## config.mk

```make
export PLATFORM = sky130hd
export DESIGN_NAME = bram_port_arbiter
export DESIGN_NICKNAME = d
export VERILOG_FILES = /design/src/rtl/bram_port_arbiter.sv
export SDC_FILE = /design/constraint.sdc
export NUM_CORES = 1
export LEC_CHECK = 0
export ABC_AREA = 1
export CAP_MARGIN = 20
export CORE_AREA = 4 4 93 95
export CTS_BUF_LIST = sky130_fd_sc_hd__clkbuf_2
export DETAILED_ROUTE_END_ITERATION = 6
export DIE_AREA = 0 0 97 99
export PLACE_DENSITY = 0.77
export SLEW_MARGIN = 10
export SYNTH_ARGS = -nofsm -noshare
export SYNTH_HDL_FRONTEND = slang
export SYNTH_SLANG_ARGS = --single-unit
```

## constraint.sdc

```tcl
create_clock -name clock -period 1.4 [get_ports clock]
set_input_delay 0.35 -clock clock [delete_from_list [all_inputs] [get_ports clock]]
set_output_delay 0.35 -clock clock [all_outputs]
set_load 0.005 [all_outputs]
```

## src/rtl/bram_port_arbiter.sv

```systemverilog
// Round-robin arbiter that shares one RAM port among NREQ requesters. It registers the winning
// access onto the port and returns read data to its owner through a two-stage tag pipeline.
module bram_port_arbiter #(
    parameter int unsigned NREQ   = 2,
    parameter int unsigned DWIDTH = 32,
    parameter int unsigned AWIDTH = 4
) (
    input  logic                     clock,
    input  logic                     reset_n,
    input  logic                     ce,
    input  logic [NREQ-1:0]          i_req,
    input  logic [NREQ-1:0]          i_r_w,
    input  logic [NREQ-1:0]          i_lock,
    input  logic [NREQ*AWIDTH-1:0]   i_addr,
    input  logic [NREQ*DWIDTH-1:0]   i_datain,
    output logic [NREQ-1:0]          o_gnt,
    output logic [NREQ-1:0]          o_rvalid,
    output logic [DWIDTH-1:0]        o_rdata,
    output logic                     o_ram_ce,
    output logic [AWIDTH-1:0]        o_ram_addr,
    output logic [DWIDTH-1:0]        o_ram_datain,
    output logic                     o_ram_r_w,
    input  logic [DWIDTH-1:0]        i_ram_dataout
);

    localparam int unsigned IW = (NREQ > 1) ? $clog2(NREQ) : 1;

    typedef logic [IW-1:0] idx_t;

    typedef enum logic [0:0] {
        StIdle,
        StLocked
    } state_e;

    function automatic idx_t next_idx(input idx_t k);
        if (32'(k) == NREQ - 1) begin
            return '0;
        end
        return k + 1'b1;
    endfunction

    state_e              state_q, state_d;
    idx_t                owner_q, owner_d;
    idx_t                rr_q, rr_d;
    logic [AWIDTH-1:0]   addr_q, addr_d;
    logic [DWIDTH-1:0]   data_q, data_d;
    logic                rw_q, rw_d;
    logic                t1v_q, t1v_d;
    idx_t                t1i_q, t1i_d;
    logic                t2v_q, t2v_d;
    idx_t                t2i_q, t2i_d;

    logic                found;
    logic                gnt_en;
    idx_t                win;
    idx_t                cand;

    // Winner selection: locked owner only, otherwise scan upward from the rr pointer.
    always_comb begin
        found = 1'b0;
        win   = '0;
        cand  = '0;
        if (state_q == StLocked) begin
            if (i_req[owner_q]) begin
                found = 1'b1;
                win   = owner_q;
            end
        end else begin
            for (int unsigned i = 0; i < NREQ; i++) begin
                cand = idx_t'((32'(rr_q) + i) % NREQ);
                if (!found && i_req[cand]) begin
                    found = 1'b1;
                    win   = cand;
                end
            end
        end
    end

    assign gnt_en = ce & reset_n & found;

    always_comb begin
        state_d = state_q;
        owner_d = owner_q;
        rr_d    = rr_q;
        addr_d  = addr_q;
        data_d  = data_q;
        rw_d    = 1'b0;
        t1v_d   = gnt_en & ~i_r_w[win];
        t1i_d   = win;
        t2v_d   = t1v_q;
        t2i_d   = t1i_q;
        if (gnt_en) begin
            addr_d = i_addr[32'(win)*AWIDTH +: AWIDTH];
            data_d = i_datain[32'(win)*DWIDTH +: DWIDTH];
            rw_d   = i_r_w[win];
            unique case (state_q)
                StIdle: begin
                    rr_d = next_idx(win);
                    if (i_lock[win]) begin
                        state_d = StLocked;
                        owner_d = win;
                    end
                end
                StLocked: begin
                    if (!i_lock[win]) begin
                        state_d = StIdle;
                        rr_d    = next_idx(owner_q);
                    end
                end
                default: state_d = StIdle;
            endcase
        end
    end

    always_ff @(posedge clock) begin
        if (!reset_n) begin
            state_q <= StIdle;
            owner_q <= '0;
            rr_q    <= '0;
            addr_q  <= '0;
            data_q  <= '0;
            rw_q    <= 1'b0;
            t1v_q   <= 1'b0;
            t1i_q   <= '0;
            t2v_q   <= 1'b0;
            t2i_q   <= '0;
        end else if (ce) begin
            state_q <= state_d;
            owner_q <= owner_d;
            rr_q    <= rr_d;
            addr_q  <= addr_d;
            data_q  <= data_d;
            rw_q    <= rw_d;
            t1v_q   <= t1v_d;
            t1i_q   <= t1i_d;
            t2v_q   <= t2v_d;
            t2i_q   <= t2i_d;
        end
    end

    always_comb begin
        o_gnt    = '0;
        o_rvalid = '0;
        if (gnt_en) begin
            o_gnt = {{(NREQ-1){1'b0}}, 1'b1} << win;
        end
        if (t2v_q) begin
            o_rvalid = {{(NREQ-1){1'b0}}, 1'b1} << t2i_q;
        end
    end

    assign o_rdata      = i_ram_dataout;
    assign o_ram_ce     = ce;
    assign o_ram_addr   = addr_q;
    assign o_ram_datain = data_q;
    assign o_ram_r_w    = rw_q;

endmodule
```

==> flow_summary.toml <==
[outcome]
outcome = "finished, violations left"
violations = "setup timing"

[synthesis]
synth_most_common_cell = "nand2_1"
avgSynthCellArea_um2 = 6.333
post_synth_num_cell_types = 18
synth_top_area_frac = 0.3729
ys_seq_area_frac = 0.3729
synth_async_sr_flop_share = 0
synth-seq-cells = 44
synth_ff_type = "dfxtp_1"
synth_area_leaders = "dfxtp_1, nand2_1, buf_4, a21oi_1, inv_1"
yosysTopAreaCell = "dfxtp_1"
synthesis.area_um2 = 2362
syn-num-nets = 486
syn_inst = 373
synth.top_cells.by_count = "nand2_1, dfxtp_1, a21oi_1"
yosys_warnings = 0
synth_edf_count = 0

[detailed_routing]
wl_per_cell_um = 12.04
routed_wl_um = 6984
route.detailed.drc = 0
vias = 2527
drt-initial-drc-count = 63
ant_nets = 0
drt_first_pass_iters = 4
viasPerCell = 4.357

[sta]
final.period_utilization = 1.240
fin_ws_ns = -0.3365
clock_skew_ns = 0.01139
rsz0062_at_grt = "yes"
maxSlewHeadroom = 0.7391
hold_ws_ns = 0.4748
fmaxAchievable_mhz = 575.9
tightest_slew_ns = 0.3914
maxSlewViolCount = 0
finalHoldViolCount = 0
setup_viol = 44
fin_crit_ns = 1.736

[global_routing]
grt_pass1_wl_um = 10960
grt_start_max_net_pins = 43
grt_pass1_vias = 2330
grt.total_usage = 0.1356
antenna_found_initial = 0
grt_overflow_total = 0

[final_layout]
final_area_um2 = 3717
area_growth_syn_to_layout_pct = 57.36
multi_input_area_um2 = 1162
instances_no_fill = 580
drive_gt1_frac = 0.2594
nets = 591
seq_area_um2 = 937.1
diodes = 0
fillers = 779

[floorplan]
num_io_pins = 187
dieHeight_um = 99
core_area_um2 = 7727
start_util = 0.3057
row_count = 32
dieWidth_um = 97
die_area_um2 = 9603

[pwr]
ir_drop_mv = 0.3022
total_leakage_power_nw = 1.681
p_per_area_nw_per_um2 = 712.6

[placement]
dpl.hpwl_um = 4801
placement.io_buffers = 122
postPlaceCellArea_um2 = 3455
place_inst = 556
place_ws_ns = -0.8053
place.gp.congestion = 0.7725

[worst_setup_path]
worstSetupPathType = "flop to output port"
critPathLaunchType = "flop"
crit_path_top_delay_cell = "dfxtp_4"
path_max_fanout = 3
slowest_delay_ns = 0.42
end_kind = "output port"
worstPathArrival_ns = 1.39
worstPathCellList = "inv_4, a21oi_4, nand2_2, buf_6, inv_4, nor2_4, buf_6"
required_ns = 1.05

[clock_tree]
cts_tree = "yes"
htree_levels = 2
clk_path_buf_depth = 2
cts_hold_buf = 0
clkSlewWorstSetupHoldPaths_ns = 0.21
clk_root_buffer_cell = "clkbuf_2"
clkSinkCount = 44
numCtsBuffers = 5
clock_latency_ns = 0.38

[flow_run]
cap_viol_max_count = 0

[hold_path]
hold_class = "primary input to flop"
## cell type report
type / instances / area share
timing repair buffer: 151 / 0.3729
multi-input combinational: 259 / 0.3127
sequential: 44 / 0.2521
tap: 102 / 0.03433
inverter: 17 / 0.01851
clock buffer: 6 / 0.008078
clock inverter: 1 / 0.001346
## cell usage in the layout (no fill, tap or decap), types with 6 or more instances in the layout
cell / n
buf_6: 6
nand2_1: 189
clkdlybuf4s15_1: 20
buf_4: 22
nand2_2: 6
a21oi_1: 36
inv_1: 12
clkbuf_2: 23
dfxtp_2: 39
clkdlybuf4s50_1: 77
## per-layer routing
| layer | global-route usage | part of all wire |
|---|---|---|
| met1 | 0.1455 | 0.37 |
| met2 | 0.2383 | 0.51 |
| met3 | 0.05379 | 0.094 |
| met4 | 0.05508 | 0.021 |
| met5 | 0 | 0 |
## stage by stage
stage / util / power (mW) / TNS [ns]
finish: 0.4811 / 2.649 / -8.961
global route: 0.4811 / 2.832 / -15.08
CTS: 0.4652 / 2.630 / -9.141
detailed placement: 0.4471 / 2.104 / -28.06
global placement: 0.4471 / 2.090 / -24.53
floorplan: - / 1.765 / 0
## report_power, final
group / internal (mW) / total, mW / switching (mW)
Combinational: 0.449 / 0.794 / 0.345
Sequential: 1.32 / 1.36 / 0.0356
Clock: 0.120 / 0.497 / 0.378
Total: 1.89 / 2.65 / 0.758
## state kept, by name, summed over array words and instances, names as in the netlist
name and count:
o_ram_datain 32, t1v_q 1, state_q 1, o_ram_addr 4
t2i_q 1, t2v_q 1, rr_q 1, owner_q 1
t1i_q 1, o_ram_r_w 1
## final timing paths
path / start / end / slack [ns] / cells past startpoint
worst max-delay path: owner_q / o_gnt[0] / -0.34 / 7
worst min-delay path: ce / t2i_q / 0.47 / 3
worst max register to register: owner_q / o_ram_addr[1] / -0.25 / 10
worst min register to register: o_ram_datain[20] / o_ram_datain[20] / 0.48 / 2
## critical path, delay by kind of cell, from the launching register on
family                 cells  cell delay (ns)
DFF                        1             0.42
buffers and inverters      4             0.34
AOI/OAI and AO/OA          1             0.14
and+or+nand+nor            2             0.11
## logic make-up (layout without fill, tap and decap cells)
kind of cell / Yosys count / count (layout) / synth area share
flops: 44 / 44 / 0.3729
simple gates: 213 / 213 / 0.3475
compound gates: 46 / 46 / 0.1028
buf+inv: 70 / 175 / 0.1769
## repair_timing
action,in CTS,in global routing
pin swaps,5,12
gates cloned,1,0
setup buffers,5,11
gates resized for setup,118,71
endpoints found under the setup margin,83,82
(Power assumes the default switching activity.)
